--- src/rtl/mem_arbiter_if.sv ---
// Bus bundle between the core's fetch/LSU request logic, the arbiter and the
// single-ported unified memory. The arbiter connects through the slave
// modport; the core/memory side connects through the master modport.
interface mem_arbiter_if;
  // Instruction-fetch port
  logic        if_req;
  logic [31:0] if_addr;
  logic        if_done;
  logic [31:0] if_rdata;
  // Load/store (data) port
  logic        d_req;
  logic        d_we;
  logic [31:0] d_addr;
  logic [31:0] d_wdata;
  logic [3:0]  d_be;
  logic        d_done;
  logic [31:0] d_rdata;
  // Completion status shared by both requesters
  logic        err;
  // Memory side
  logic        m_req;
  logic        m_we;
  logic [31:0] m_addr;
  logic [31:0] m_wdata;
  logic [3:0]  m_be;
  logic        m_ack;
  logic [31:0] m_rdata;
  // Status
  logic        arb_busy;

  modport slave (
    input  if_req, if_addr,
    input  d_req, d_we, d_addr, d_wdata, d_be,
    input  m_ack, m_rdata,
    output if_done, if_rdata,
    output d_done, d_rdata,
    output err,
    output m_req, m_we, m_addr, m_wdata, m_be,
    output arb_busy
  );

  modport master (
    output if_req, if_addr,
    output d_req, d_we, d_addr, d_wdata, d_be,
    output m_ack, m_rdata,
    input  if_done, if_rdata,
    input  d_done, d_rdata,
    input  err,
    input  m_req, m_we, m_addr, m_wdata, m_be,
    input  arb_busy
  );
endinterface

--- src/rtl/mem_arbiter.sv ---
// Arbitrates one single-ported memory between instruction fetch and the
// load/store port. One transaction outstanding at a time; data has fixed
// priority unless fetch has waited MAX_WAIT cycles. A missing memory ack
// turns into an error completion after TIMEOUT cycles in ACCESS.
module mem_arbiter #(
  parameter int unsigned MAX_WAIT = 8,
  parameter int unsigned TIMEOUT  = 64
) (
  input  logic         clk,
  input  logic         reset,
  mem_arbiter_if.slave bus
);

  typedef enum logic [1:0] {IDLE, ACCESS, RESP} state_t;
  typedef enum logic {OWN_DATA, OWN_FETCH} owner_t;

  localparam logic [7:0] MAX_WAIT_C = 8'(MAX_WAIT);
  localparam logic [9:0] TMO_LAST   = 10'(TIMEOUT - 1);

  state_t      state, state_nxt;
  owner_t      owner;
  logic [7:0]  if_wait;
  logic [9:0]  tmo;
  logic        err_q;
  logic        grant_fetch, grant_data;
  logic        ack_hit, tmo_hit;
  logic        m_we_q;
  logic [31:0] m_addr_q, m_wdata_q;
  logic [3:0]  m_be_q;
  logic [31:0] if_rdata_q, d_rdata_q;

  // Aging counter increment that sticks at the 8-bit ceiling.
  function automatic logic [7:0] sat_inc8(input logic [7:0] v);
    return (v == 8'hFF) ? v : v + 8'd1;
  endfunction

  // Data handed back to the owner: stores and timed-out accesses return zero.
  function automatic logic [31:0] resp_data(input logic        timed_out,
                                            input logic        was_store,
                                            input logic [31:0] rd);
    return (timed_out || was_store) ? 32'd0 : rd;
  endfunction

  // Next-state logic, grant decision and completion detection.
  always_comb begin
    state_nxt   = state;
    grant_fetch = 1'b0;
    grant_data  = 1'b0;
    ack_hit     = 1'b0;
    tmo_hit     = 1'b0;
    unique case (state)
      IDLE: begin
        if (bus.if_req && (!bus.d_req || (if_wait >= MAX_WAIT_C))) begin
          grant_fetch = 1'b1;
        end else if (bus.d_req) begin
          grant_data = 1'b1;
        end
        if (grant_fetch || grant_data) state_nxt = ACCESS;
      end
      ACCESS: begin
        // An ack on the last allowed cycle still counts as a normal completion.
        ack_hit = bus.m_ack;
        tmo_hit = !bus.m_ack && (tmo == TMO_LAST);
        if (ack_hit || tmo_hit) state_nxt = RESP;
      end
      RESP:    state_nxt = IDLE;
      default: state_nxt = IDLE;
    endcase
  end

  // State register.
  always_ff @(posedge clk) begin
    if (reset) state <= IDLE;
    else       state <= state_nxt;
  end

  // Owner, fetch aging counter, access timer and error flag.
  always_ff @(posedge clk) begin
    if (reset) begin
      owner   <= OWN_DATA;
      if_wait <= '0;
      tmo     <= '0;
      err_q   <= 1'b0;
    end else begin
      if (grant_fetch)     owner <= OWN_FETCH;
      else if (grant_data) owner <= OWN_DATA;

      if (!bus.if_req || grant_fetch) if_wait <= '0;
      else                            if_wait <= sat_inc8(if_wait);

      if (state == ACCESS) tmo <= tmo + 10'd1;
      else                 tmo <= '0;

      if (ack_hit)      err_q <= 1'b0;
      else if (tmo_hit) err_q <= 1'b1;
    end
  end

  // Memory command captured at grant and held stable through ACCESS.
  always_ff @(posedge clk) begin
    if (reset) begin
      m_we_q    <= 1'b0;
      m_addr_q  <= '0;
      m_wdata_q <= '0;
      m_be_q    <= '0;
    end else if (grant_fetch) begin
      m_we_q    <= 1'b0;
      m_addr_q  <= bus.if_addr;
      m_wdata_q <= '0;
      m_be_q    <= 4'hF;
    end else if (grant_data) begin
      m_we_q    <= bus.d_we;
      m_addr_q  <= bus.d_addr;
      m_wdata_q <= bus.d_wdata;
      m_be_q    <= bus.d_we ? bus.d_be : 4'hF;
    end
  end

  // Per-requester read data, updated only when that requester's access ends.
  always_ff @(posedge clk) begin
    if (reset) begin
      if_rdata_q <= '0;
      d_rdata_q  <= '0;
    end else if (ack_hit || tmo_hit) begin
      if (owner == OWN_FETCH) if_rdata_q <= resp_data(tmo_hit, m_we_q, bus.m_rdata);
      else                    d_rdata_q  <= resp_data(tmo_hit, m_we_q, bus.m_rdata);
    end
  end

  assign bus.m_req    = (state == ACCESS);
  assign bus.m_we     = m_we_q;
  assign bus.m_addr   = m_addr_q;
  assign bus.m_wdata  = m_wdata_q;
  assign bus.m_be     = m_be_q;
  assign bus.if_done  = (state == RESP) && (owner == OWN_FETCH);
  assign bus.d_done   = (state == RESP) && (owner == OWN_DATA);
  assign bus.err      = (state == RESP) && err_q;
  assign bus.if_rdata = if_rdata_q;
  assign bus.d_rdata  = d_rdata_q;
  assign bus.arb_busy = (state != IDLE);

endmodule
--- src/flat_wrapper.sv ---
// flat-port wrapper written by rule: the top's interface ports become plain ports
module mem_arbiter_flat 
#(
  parameter int unsigned MAX_WAIT = 8,
  parameter int unsigned TIMEOUT  = 64
)
  (clk, reset, bus_if_req, bus_if_addr, bus_d_req, bus_d_we, bus_d_addr, bus_d_wdata, bus_d_be, bus_m_ack, bus_m_rdata, bus_if_done, bus_if_rdata, bus_d_done, bus_d_rdata, bus_err, bus_m_req, bus_m_we, bus_m_addr, bus_m_wdata, bus_m_be, bus_arb_busy);
  mem_arbiter_if bus_i ();
  input  logic clk;
  input  logic reset;
  input wire logic [$bits(bus_i.if_req)-1:0] bus_if_req;
  input wire logic [$bits(bus_i.if_addr)-1:0] bus_if_addr;
  input wire logic [$bits(bus_i.d_req)-1:0] bus_d_req;
  input wire logic [$bits(bus_i.d_we)-1:0] bus_d_we;
  input wire logic [$bits(bus_i.d_addr)-1:0] bus_d_addr;
  input wire logic [$bits(bus_i.d_wdata)-1:0] bus_d_wdata;
  input wire logic [$bits(bus_i.d_be)-1:0] bus_d_be;
  input wire logic [$bits(bus_i.m_ack)-1:0] bus_m_ack;
  input wire logic [$bits(bus_i.m_rdata)-1:0] bus_m_rdata;
  output wire logic [$bits(bus_i.if_done)-1:0] bus_if_done;
  output wire logic [$bits(bus_i.if_rdata)-1:0] bus_if_rdata;
  output wire logic [$bits(bus_i.d_done)-1:0] bus_d_done;
  output wire logic [$bits(bus_i.d_rdata)-1:0] bus_d_rdata;
  output wire logic [$bits(bus_i.err)-1:0] bus_err;
  output wire logic [$bits(bus_i.m_req)-1:0] bus_m_req;
  output wire logic [$bits(bus_i.m_we)-1:0] bus_m_we;
  output wire logic [$bits(bus_i.m_addr)-1:0] bus_m_addr;
  output wire logic [$bits(bus_i.m_wdata)-1:0] bus_m_wdata;
  output wire logic [$bits(bus_i.m_be)-1:0] bus_m_be;
  output wire logic [$bits(bus_i.arb_busy)-1:0] bus_arb_busy;
  assign bus_i.if_req = bus_if_req;
  assign bus_i.if_addr = bus_if_addr;
  assign bus_i.d_req = bus_d_req;
  assign bus_i.d_we = bus_d_we;
  assign bus_i.d_addr = bus_d_addr;
  assign bus_i.d_wdata = bus_d_wdata;
  assign bus_i.d_be = bus_d_be;
  assign bus_i.m_ack = bus_m_ack;
  assign bus_i.m_rdata = bus_m_rdata;
  assign bus_if_done = bus_i.if_done;
  assign bus_if_rdata = bus_i.if_rdata;
  assign bus_d_done = bus_i.d_done;
  assign bus_d_rdata = bus_i.d_rdata;
  assign bus_err = bus_i.err;
  assign bus_m_req = bus_i.m_req;
  assign bus_m_we = bus_i.m_we;
  assign bus_m_addr = bus_i.m_addr;
  assign bus_m_wdata = bus_i.m_wdata;
  assign bus_m_be = bus_i.m_be;
  assign bus_arb_busy = bus_i.arb_busy;
  mem_arbiter #(.MAX_WAIT(MAX_WAIT), .TIMEOUT(TIMEOUT)) u_core (.clk(clk), .reset(reset), .bus(bus_i));
endmodule
--- config.mk ---
export PLATFORM = sky130hd
export DESIGN_NAME = mem_arbiter_flat
export DESIGN_NICKNAME = d
export VERILOG_FILES = /design/src/rtl/mem_arbiter_if.sv /design/src/rtl/mem_arbiter.sv /design/src/flat_wrapper.sv
export SDC_FILE = /design/constraint.sdc
export NUM_CORES = 1
export LEC_CHECK = 0
export ABC_AREA = 1
export CELL_PAD_IN_SITES_DETAIL_PLACEMENT = 1
export CELL_PAD_IN_SITES_GLOBAL_PLACEMENT = 2
export CORE_ASPECT_RATIO = 1.1
export CORE_MARGIN = 2
export CORE_UTILIZATION = 20
export DETAILED_ROUTE_END_ITERATION = 16
export MAX_ROUTING_LAYER = met4
export PLACE_DENSITY_LB_ADDON = 0.1
export SYNTH_ARGS = -nofsm -noshare
export SYNTH_HDL_FRONTEND = slang
export SYNTH_SLANG_ARGS = --single-unit
--- constraint.sdc ---
create_clock -name clk -period 1.6 [get_ports clk]
set_input_delay 0.16 -clock clk [delete_from_list [all_inputs] [get_ports clk]]
set_output_delay 0.16 -clock clk [all_outputs]
set_load 0.005 [all_outputs]
Word level (Yosys, flattened, before mapping)

Cells that the tools add are included.

Add/sub/neg operators: 2
Multiplexer cells: 20
Reductions and logical operators: 24
Bitwise operators: 2
Order comparisons: 1
Equality and inequality tests: 6

Operator list:

| kind                                                                   | number |
|---|---|
| 32-bit 2-to-1 mux                                                      | 3 |
| 4-bit 2-to-1 mux                                                       | 3 |
| 1-bit 2-to-1 mux                                                       | 11 |
| 10-bit by 1-bit adder with 10-bit output (second input constant)       | 1 |
| 10-bit by 6-bit == test with 1-bit output (second input constant)      | 1 |
| 8-bit by 1-bit adder with 8-bit output (second input constant)         | 1 |
| 8-bit == test (second input constant)                                  | 1 |
| 8-bit by 4-bit >= comparator with 1-bit output (second input constant) | 1 |
| 2-bit OR reduction                                                     | 4 |
| 1-bit logical OR                                                       | 6 |
| 2-bit AND reduction                                                    | 3 |
| 1-bit logical AND                                                      | 5 |
| 2-bit 2-to-1 mux                                                       | 2 |
| 2-bit by 1-bit != test with 1-bit output (second input constant)       | 2 |
| 2-bit case mux with 2 select lines                                     | 1 |
| 2-bit nonzero test                                                     | 2 |
| 1-bit zero test                                                        | 3 |
| 2-bit by 1-bit == test with 1-bit output (second input constant)       | 1 |
| 2-bit == test (second input constant)                                  | 1 |
| 2-bit zero test                                                        | 1 |
| 1-bit inverter                                                         | 2 |

Logic and storage cells: 66
Register bits: 155

Logic depth before layout (Yosys ltp)

Gate-level depths: netlist of the first run.

Depth after elaboration: 8
Mapped depth: 12

Worst setup path before layout of the first run

No wires, ideal clock.

Path type: reg2reg
From: reg u_core.tmo[0]
To: reg u_core.d_rdata_q[10] (netlist: u_core.bus.d_rdata[10])
Arrival: 1.445 ns
Path slack: 0.042 ns
Stages on the path, launching flop included: 11
Setup time: 0.113 ns
Data required time: 1.487 ns
Path through: dfxtp_1 > ha_1 > nand3_2 > nor2_2 > nand3_2 > nand2_1 > nand2_1 > buf_6 > buf_4 > nor2_1 > nor2_1

Longest elaborated chain between the ends: 5
Elaborated cells on any way between the ends: 7
Those cells by class: 1 x eq/ne; 2 x mux; 4 x reduce/logical

RTL lines:

| element                                                  | line                                  | RTL |
|---|---|---|
| start, declared                                          | mem_arbiter.sv:23                     | `logic [9:0] tmo;` |
| start signal, assigned                                   | mem_arbiter.sv:91                     | `if (state == ACCESS) tmo <= tmo + 10'd1;` |
| 10-bit by 6-bit == test with 1-bit output (*)            | mem_arbiter.sv:63                     | `tmo_hit = !bus.m_ack && (tmo == TMO_LAST);` |
| 1-bit logical AND (*)                                    | mem_arbiter.sv:63                     |  |
| 1-bit 2-to-1 mux (*)                                     | mem_arbiter.sv:51                     | `unique case (state)` |
| 1-bit logical OR, on equally long branches               | mem_arbiter.sv:41, mem_arbiter.sv:124 |  |
| 32-bit 2-to-1 mux or 2-bit AND reduction (tied branches) | n/a                                   |  |
| end signal, assigned                                     | mem_arbiter.sv:126                    | `else d_rdata_q <= resp_data(tmo_hit, m_we_q, bus.m_rdata);` |
| end, declared                                            | mem_arbiter.sv:30                     | `logic [31:0] if_rdata_q, d_rdata_q;` |

Every way passes the cells marked *; elsewhere a longest branch is shown, timed or not.
A chain may end at the register's enable or synchronous reset.

Worst setup path after layout of the first run

From: reg u_core.tmo[1]
To: reg u_core.d_rdata_q[8] (netlist: u_core.bus.d_rdata[8])

The elaborated chain is that of the path after synthesis.

==> flow_metrics.tcl, run 1 <==
set metrics [dict create \
    min_period_ps 1550 \
    clkPwrFrac_pct 41.6 \
    yosys.cell_types.count 28 \
    start_util_pct 20.2 \
    grt_pass1_wl_microns 42900 \
    antenna_found_initial 0 \
    fin_worst_skew_ps 8.45 \
    hpwl_microns 19700 \
    instances_no_fill 1836 \
    leakage_nw 5.35 \
    grt_pass1_vias 7594 \
    synth_warnings 0 \
    outcome "finished clean" \
    vias_per_cell 4.05 \
    syn_area_per_cell_sq_um 6.56 \
    clock_latency_ps 440 \
    slew-limit-headroom_pct 73.8 \
    pwr-share-comb_pct 19.6 \
    die_h_microns 202 \
    core_sq_mm 0.0350 \
    fin_crit_sh_pct 96.8 \
    drt-initial-drc-count 230 \
    yosysSeqAreaShare_pct 43.7 \
    areaGrowthSynthToFinish_pct 64.3 \
    io_pins 276 \
    slew_viol_final 0 \
    fin_total_pwr_mw 10.9 \
    critPathKind "reg2reg" \
    synth_common_cells "nand2_1 (245), inv_1 (204), nor2_1 (193)" \
    grt-ovfl-total 0 \
    dieArea_sq_mm 0.0370 \
    antenna_left 0 \
    finalSetupViolations 0 \
    synthArstFlopShare_pct 0 \
    seqPwrFrac_pct 38.8 \
    netlist_area_sq_mm 0.00709 \
    cts_made_buffers 17 \
    worstPathMaxFanout 18 \
    worstMarginPinSlew_ps 393 \
    synth-main-ff-cell "dfxtp_1" \
    synth_top_cell_by_area "dfxtp_1" \
    yosys-top-cells-area "dfxtp_1 (44%), nand2_1 (13%), inv_1 (11%), nor2_1 (10%), a21oi_1 (4.4%)" \
    cts_root_buffer "clkbuf_16" \
    synth-edff-count 0 \
    p_int_mw 7.97 \
    wl_per_cell_microns 15.2 \
    clock_path_buffers 2 \
    drc 0 \
    cp-end-kind "flop" \
    syn-num-nets 1222 \
    h-tree-depth 4 \
    hold_class "in2reg" \
    cts.sinks 155 \
    globalplace.congestion 0.716 \
    cts_tree "built" \
    switching_share_pct 26.7 \
    dr.pass1.iters 4 \
    track_usage_pct 15.5 \
    hold_buffers 0 \
    drv_cap 0 \
    placed_cells 1796 \
    syn_inst 1081 \
    max_freq_mhz 646 \
    route.vias.total 7436 \
    grt_max_degree 43 \
    nets 1519 \
    io_buffer_count 275 \
    synth.top_cell.area_share_pct 43.7 \
    clk_pin_slew_ps 70 \
    rsz0062_at_grt "true" \
    cp.arrival_ps 1920 \
    required_ps 1970 \
    synthMostInstantiatedCell "nand2_1" \
    startpoint_type "flop" \
    p_switching_mw 2.90 \
    routed_wl_microns 27900 \
    drive_above_1_share_pct 11.5 \
    num_rows 72 \
    synth-seq-cells 155 \
    vdd_drop_max_v 0.000729 \
    die_w_microns 184 \
    fillCellCount 4268 \
    pwr_density_cell_mw_per_mm2 933 \
    hold_viol 0 \
]
## per-layer routing
metal  share of wire (%)  vias up  GRT usage (%)
li1                    -     3840              -
met1                  43     3404           18.1
met2                  47      174           24.8
met3                 8.7       18           5.74
met4                 1.3        0           4.37
met5                   0        -              -
## through the flow
stage / cell area (sq um) / worst slack (ps) / hold WS, ps / TNS, ps / util (%)
after floorplan: 7090 / 41.9 / 293 / 0 / -
after global placement: 10700 / -149 / 442 / -8910 / 30.5
after detailed placement: 10700 / -157 / 450 / -11340 / 30.5
after CTS: 11400 / -1.51 / 271 / -1.51 / 32.5
after global routing: 11600 / -83.9 / 292 / -3640 / 33.2
final: 11700 / 51.0 / 298 / 0 / 33.3
## area by class of cell
class	instances	area [sq um]	area share, %
Antenna cell	1	2.50	0.0215
Clock buffer	22	474	4.07
Multi-Input combinational cell	661	3120	26.8
Clock inverter	10	163	1.40
Inverter	206	774	6.65
Tap cell	444	556	4.77
Sequential cell	155	3110	26.7
Timing Repair Buffer	337	3450	29.6
## power groups by stage
stage	combinational, mW	clock (mW)	sequential (mW)
finish	2.13	4.52	4.21
detailed placement	2.06	0	4.30
global placement	2.05	0	4.30
global route	2.38	4.88	4.24
CTS	2.10	4.73	4.22
floorplan	0.820	0	4.31
## repair_timing
item	CTS	global route
setup buffers	3	0
setup endpoints to repair	71	135
gates cloned	1	3
pin swaps	3	4
gates resized for setup	29	57
## critical path, cell delays in order (launching register included)
cell and delay [ps]:
dfxtp_2 360, ha_4 160, nand3_4 90, nor2_4 140, nand3_4 100, nand2_4 120, nand2_8 100, buf_12 180
nand2_2 60, nand2_1 50, nor2_1 120
## sequential cells by signal (all words and copies together) (netlist names)
name,count
u_core.bus.d_rdata,32
u_core.bus.if_rdata,32
u_core.bus.m_addr,32
u_core.bus.m_wdata,32
u_core.tmo,10
u_core.if_wait,8
u_core.bus.m_be,4
u_core.state,2
u_core.bus.m_we,1
u_core.err_q,1
u_core.owner,1
## cell usage in the layout (no fill, tap or decap), types with 4 or more instances in the layout
cell type,n
a21oi_1,62
buf_12,14
buf_4,42
bufinv_16,4
clkbuf_16,19
clkdlybuf4s50_1,266
dfxtp_1,151
dfxtp_2,4
inv_1,203
nand2_1,233
nand2_2,10
nand3_1,52
nand3_2,4
nand4_1,35
nor2_1,167
nor2_2,27
nor2_4,4
nor2b_1,4
nor3_1,34
o21ai_0,7
## cells by family after synthesis
logic type	after synthesis	synth area share, %
and+or+nand+nor	584	34.8
buffers and inverters	265	15.5
DFF	155	43.7
AOI/OAI and AO/OA	70	4.94
xor gates and xnor gates	4	0.494
adders and majority gates	3	0.529
## worst paths after layout
kind,from,end,slack [ps],cells after the start
max reg2reg,u_core.tmo[1],u_core.bus.d_rdata[8],50,10
min reg2reg,u_core.bus.m_wdata[16],u_core.bus.m_wdata[16],460,2
max,u_core.tmo[1],u_core.bus.d_rdata[8],50,10
min,bus_d_wdata[4],u_core.bus.m_wdata[4],300,3
Note: power is estimated with default switching activity, not from simulation.
==> run 2: changes to the inputs <==
--- a/config.mk
+++ b/config.mk
@@ -10,10 +10,11 @@
 export CELL_PAD_IN_SITES_GLOBAL_PLACEMENT = 2
 export CORE_ASPECT_RATIO = 1.1
 export CORE_MARGIN = 2
-export CORE_UTILIZATION = 20
+export CORE_UTILIZATION = 22
 export DETAILED_ROUTE_END_ITERATION = 16
 export MAX_ROUTING_LAYER = met4
 export PLACE_DENSITY_LB_ADDON = 0.1
+export SLEW_MARGIN = 15
 export SYNTH_ARGS = -nofsm -noshare
 export SYNTH_HDL_FRONTEND = slang
 export SYNTH_SLANG_ARGS = --single-unit
==> constraint.sdc (replaced) <==
create_clock -name clk -period 1.5 [get_ports clk]
set_input_delay 0.15 -clock clk [delete_from_list [all_inputs] [get_ports clk]]
set_output_delay 0.15 -clock clk [all_outputs]
set_load 0.005 [all_outputs]
==> flow_metrics.tcl, run 2 (synthesis gave the netlist of run 1 again) <==
set metrics [dict create \
    outcome "finished with violations" \
    violations "negative setup slack" \
    path_buf_inv 2 \
    seqPwrFrac_pct 38.0 \
    cpPeakStageDelay_ps 360 \
    fin_crit_sh_pct 105 \
    clock_path_buffers 2 \
    dr.pass1.iters 4 \
    antenna_found_initial 0 \
    crit_family "simple AND/OR/NAND/NOR gates" \
    vias_per_cell 4.21 \
    wl_per_cell_microns 16.2 \
    fin_worst_skew_ps 12.7 \
    vdd_drop_max_v 0.000594 \
    cts_tree "built" \
    clkPwrFrac_pct 38.9 \
    final_util_pct 40.7 \
    p_int_mw 8.49 \
    globalplace.congestion 0.745 \
    rsz0062_at_grt "true" \
    crit_chain "ha_4, nand3_4, nor2_4, nand3_4, buf_6, nand2_8, buf_12, nor2_4, nor2_2, nor2_1" \
    fin_total_pwr_mw 11.8 \
    slew_viol_final 0 \
    slew-limit-headroom_pct 71.8 \
    pwr_density_cell_mw_per_mm2 923 \
    worstMarginPinSlew_ps 421 \
    p_switching_mw 3.35 \
    grt_max_degree 53 \
    cp.arrival_ps 1900 \
    critPathKind "reg2reg" \
    cpMaxStageDelayCell "dfxtp_2" \
    track_usage_pct 16.7 \
    clock_latency_ps 430 \
    antenna_left 0 \
    leakage_nw 6.23 \
    switching_share_pct 28.3 \
    areaGrowthSynthToFinish_pct 80.9 \
    hold_buffers 0 \
    route.vias.total 7774 \
    core_sq_mm 0.0316 \
    start_util_pct 22.5 \
    io_pins 276 \
    startpoint_type "flop" \
    hold_class "in2reg" \
    finalWorstSetupSlack_ps -80.4 \
    cp-end-kind "flop" \
    pwr-share-comb_pct 23.1 \
    cts_root_buffer "clkbuf_16" \
    drc 0 \
    clk_pin_slew_ps 70 \
    grt_pass1_vias 7858 \
    layout_common_cells "nand2_1 (226), clkdlybuf4s50_1 (226), inv_1 (201), dfxtp_1 (142), nor2_1 (124)" \
    routed_wl_microns 29900 \
    h-tree-depth 4 \
    cts_made_buffers 17 \
    die_w_microns 175 \
    grt-ovfl-total 0 \
    finalSetupViolations 61 \
    drive_above_1_share_pct 22.0 \
    cts.sinks 155 \
    nets 1555 \
    required_ps 1820 \
    hold_viol 0 \
    setup_tns_ps -2460 \
    dieArea_sq_mm 0.0337 \
    die_h_microns 192 \
    max_freq_mhz 633 \
    hpwl_microns 19200 \
    grt_pass1_wl_microns 42800 \
    drv_cap 0 \
    drt-initial-drc-count 272 \
    num_rows 68 \
    worstPathMaxFanout 6 \
    io_buffer_count 275 \
    min_period_ps 1580 \
]
[run 2: area by class of cell]
type | instances | area, sq um
Tap cell | 420 | 526
Multi-Input combinational cell | 662 | 3720
Inverter | 206 | 774
Fill cell | 3803 | 18700
Sequential cell | 155 | 3120
Antenna cell | 1 | 2.50
Clock buffer | 18 | 439
Timing Repair Buffer | 372 | 4080
Clock inverter | 14 | 170
[run 2: per-layer routing]
metal	GRT usage [%]	up-vias	share of wire (%)	wire length (microns)
li1	-	3931	-	-
met3	4.67	25	6.0	1790
met1	20.3	3653	43	12700
met2	27.0	165	50	14900
met5	-	-	0	0
met4	5.19	0	1.6	480
[run 2: power by group through the flow]
stage	combinational [mW]	clock (mW)	sequential, mW
after floorplan	0.881	0	4.60
after global placement	2.17	0	4.58
after detailed placement	2.18	0	4.59
after CTS	2.29	4.78	4.50
after global routing	2.99	4.96	4.54
final	2.73	4.61	4.50
[run 2: worst paths after layout]
| path | start | endpoint | slack [ps] | cells after the start |
|---|---|---|---|---|
| max | u_core.tmo[0] | u_core.bus.if_rdata[5] | -80 | 10 |
| min reg2reg | u_core.bus.m_wdata[20] | u_core.bus.m_wdata[20] | 460 | 2 |
| min | bus_d_wdata[29] | u_core.bus.m_wdata[29] | 300 | 3 |
| max reg2reg | u_core.tmo[0] | u_core.bus.if_rdata[5] | -80 | 10 |
[run 2: stage by stage]
| stage | instances | hold WS (ps) | worst slack (ps) | instance area (sq um) |
|---|---|---|---|---|
| 2_1_floorplan | 1081 | 283 | 6.70 | 7130 |
| 3_3_place_gp | 1784 | 448 | -119 | 10700 |
| 3_5_place_dp | 1784 | 453 | -168 | 10700 |
| 4_1_cts | 1823 | 278 | -73.3 | 11600 |
| 5_1_grt | 1847 | 290 | -185 | 12800 |
| 6_report | 1848 | 299 | -80.4 | 12800 |
[run 2: worst register-to-register path, cell delays in order, from the launching register on]
cell,delay (ps)
dfxtp_2,360
ha_4,150
nand3_4,80
nor2_4,140
nand3_4,100
buf_6,150
nand2_8,100
buf_12,170
nor2_4,60
nor2_2,110
nor2_1,50
[run 2: repair_timing]
action	4_1_cts	5_1_grt
setup endpoints to repair	131	179
setup buffers	6	8
pin swaps	7	79
gates cloned	2	17
gates resized for setup	78	237
endpoints found under the hold margin	0	0
==> run 3: changes to the inputs <==
--- a/config.mk
+++ b/config.mk
@@ -11,9 +11,11 @@
 export CORE_ASPECT_RATIO = 1.1
 export CORE_MARGIN = 2
 export CORE_UTILIZATION = 22
+export CTS_BUF_LIST = sky130_fd_sc_hd__clkbuf_16
 export DETAILED_ROUTE_END_ITERATION = 16
 export MAX_ROUTING_LAYER = met4
 export PLACE_DENSITY_LB_ADDON = 0.1
+export SKIP_LAST_GASP = 1
 export SLEW_MARGIN = 15
 export SYNTH_ARGS = -nofsm -noshare
 export SYNTH_HDL_FRONTEND = slang
==> flow_metrics.tcl, run 3 (synthesis gave the netlist of run 1 again) <==
set metrics [dict create \
    violations "negative setup slack" \
    drv_cap 0 \
    worst_hold_path.num_cells 3 \
    antenna_found_initial 0 \
    worstPathMaxFanout 6 \
    hold_viol 0 \
    wl_per_cell_microns 16.3 \
    leakage_nw 6.26 \
    slew-limit-headroom_pct 72.7 \
    crit_family "simple AND/OR/NAND/NOR gates" \
    grt_pass1_wl_microns 42600 \
    io_pins 276 \
    num_rows 68 \
    die_h_microns 192 \
    pwr_density_cell_mw_per_mm2 913 \
    hpwl_microns 19200 \
    required_ps 1820 \
    dr.pass1.iters 4 \
    track_usage_pct 16.7 \
    cts_made_buffers 17 \
    vias_per_cell 4.21 \
    start_util_pct 22.5 \
    placed_area_sq_mm 0.0107 \
    dpl_worst_slack_ps -168 \
    cpMaxStageDelayCell "dfxtp_2" \
    globalplace.congestion 0.745 \
    die_w_microns 175 \
    cp.arrival_ps 1890 \
    instances_no_fill 1853 \
    cpPeakStageDelay_ps 360 \
    stdcell_area_sq_mm 0.0130 \
    worstMarginPinSlew_ps 408 \
    antenna_left 0 \
    clock_latency_ps 430 \
    hp-start "bus_d_wdata[29]" \
    finalSetupViolations 63 \
    reg2reg_to "u_core.bus.if_rdata[5]" \
    drive_above_1_share_pct 22.9 \
    max_freq_mhz 636 \
    fin_total_pwr_mw 11.8 \
    r2r_cells 10 \
    min_period_ps 1570 \
    nets 1560 \
    io_buffer_count 275 \
    startpoint_type "flop" \
    r2r_setup_slack_ps -70 \
    critPathKind "reg2reg" \
    cts_root_buffer "clkbuf_16" \
    route.vias.total 7792 \
    fin_crit_sh_pct 105 \
    drc 0 \
    finalWorstSetupSlack_ps -71.8 \
    setup_tns_ps -2190 \
    cts.sinks 155 \
    grt-ovfl-total 0 \
    drt-initial-drc-count 212 \
    fin_worst_skew_ps 12.0 \
    grt_pass1_vias 7808 \
    hold_class "in2reg" \
    routed_wl_microns 30100 \
    timing.hold.ws_ps 297 \
    h-tree-depth 4 \
    outcome "finished with violations" \
    core_sq_mm 0.0316 \
    holdPathEnd "u_core.bus.m_wdata[29]" \
    cp-end-kind "flop" \
    hold_buffers 0 \
    clock_path_buffers 2 \
    slew_viol_final 0 \
    layout_common_cells "clkdlybuf4s50_1 (227), nand2_1 (221), inv_1 (201), dfxtp_1 (142), nor2_1 (131)" \
    path_buf_inv 2 \
    clk_pin_slew_ps 70 \
    crit_chain "ha_4, nand3_4, nor2_4, nand3_4, buf_6, nand2_8, buf_12, nor2_4, nor2_2, nor2_1" \
    rr_startpoint "u_core.tmo[0]" \
    rsz0062_at_grt "true" \
    vdd_drop_max_v 0.000590 \
    grt_max_degree 53 \
    cts_tree "built" \
    dieArea_sq_mm 0.0337 \
    final_common_cell "clkdlybuf4s50_1" \
    areaGrowthSynthToFinish_pct 82.8 \
    final_util_pct 41.1 \
    placed_cells 1784 \
]
## run 3: changes by cell type in the layout (fill, tap and decap cells not counted), moves of 3 or more
| cell | previous run | this run |
|---|---|---|
| nand3_4 | 6 | 12 |
| a21oi_1 | 39 | 35 |
| nand2_1 | 226 | 221 |
| nand3_2 | 8 | 13 |
| a21oi_2 | 22 | 25 |
| nor2_4 | 36 | 31 |
| nand2_2 | 14 | 19 |
| nand3_1 | 44 | 33 |
| nor2_1 | 124 | 131 |
## run 3: layout make-up
type / count / area, sq um
fillers: 3801 / 18600
clock buffers: 17 / 425
repair buffers: 377 / 4140
flip-flops and latches: 155 / 3120
diodes: 1 / 2.50
well taps: 420 / 526
inverters: 206 / 774
clock inverters: 15 / 174
multi-input cells: 662 / 3800
## run 3: metal layers
layer | vias up | track usage (%) | routed length, microns
li1 | 3945 | - | -
met1 | 3643 | 20.3 | 12900
met2 | 174 | 26.8 | 14900
met3 | 30 | 4.67 | 1710
met4 | 0 | 5.19 | 613
met5 | - | - | 0
## run 3: worst max-delay path by stage
stage	startpoint	to	slack, ps	cells after the start
after detailed placement	bus_m_ack	u_core.bus.d_rdata[26]	-170	8
after global routing	u_core.tmo[0]	u_core.bus.if_rdata[22]	-190	10
final	u_core.tmo[0]	u_core.bus.if_rdata[5]	-70	10
after global placement	bus_m_ack	u_core.bus.d_rdata[26]	-120	8
after floorplan	u_core.tmo[0]	u_core.bus.if_rdata[10]	7	10
after CTS	u_core.tmo[1]	u_core.bus.d_rdata[0]	-70	9
## run 3: power breakdown
group	internal (mW)	leakage (nW)	switching (mW)
sequential	4.37	1.27	0.132
combinational	1.48	4.70	1.31
clock	2.62	0.295	1.92
## run 3: worst register-to-register path: stages, from the launching register on
cell	delay [ps]
dfxtp_2	360
ha_4	150
nand3_4	80
nor2_4	140
nand3_4	100
buf_6	150
nand2_8	100
buf_12	170
nor2_4	60
nor2_2	110
nor2_1	50
## run 3: what timing repair did
item / 4_1_cts / 5_1_grt
pin swaps: 5 / 73
gates resized for setup: 71 / 255
setup endpoints to repair: 131 / 179
buffers inserted: 6 / 12
cloned: 2 / 19
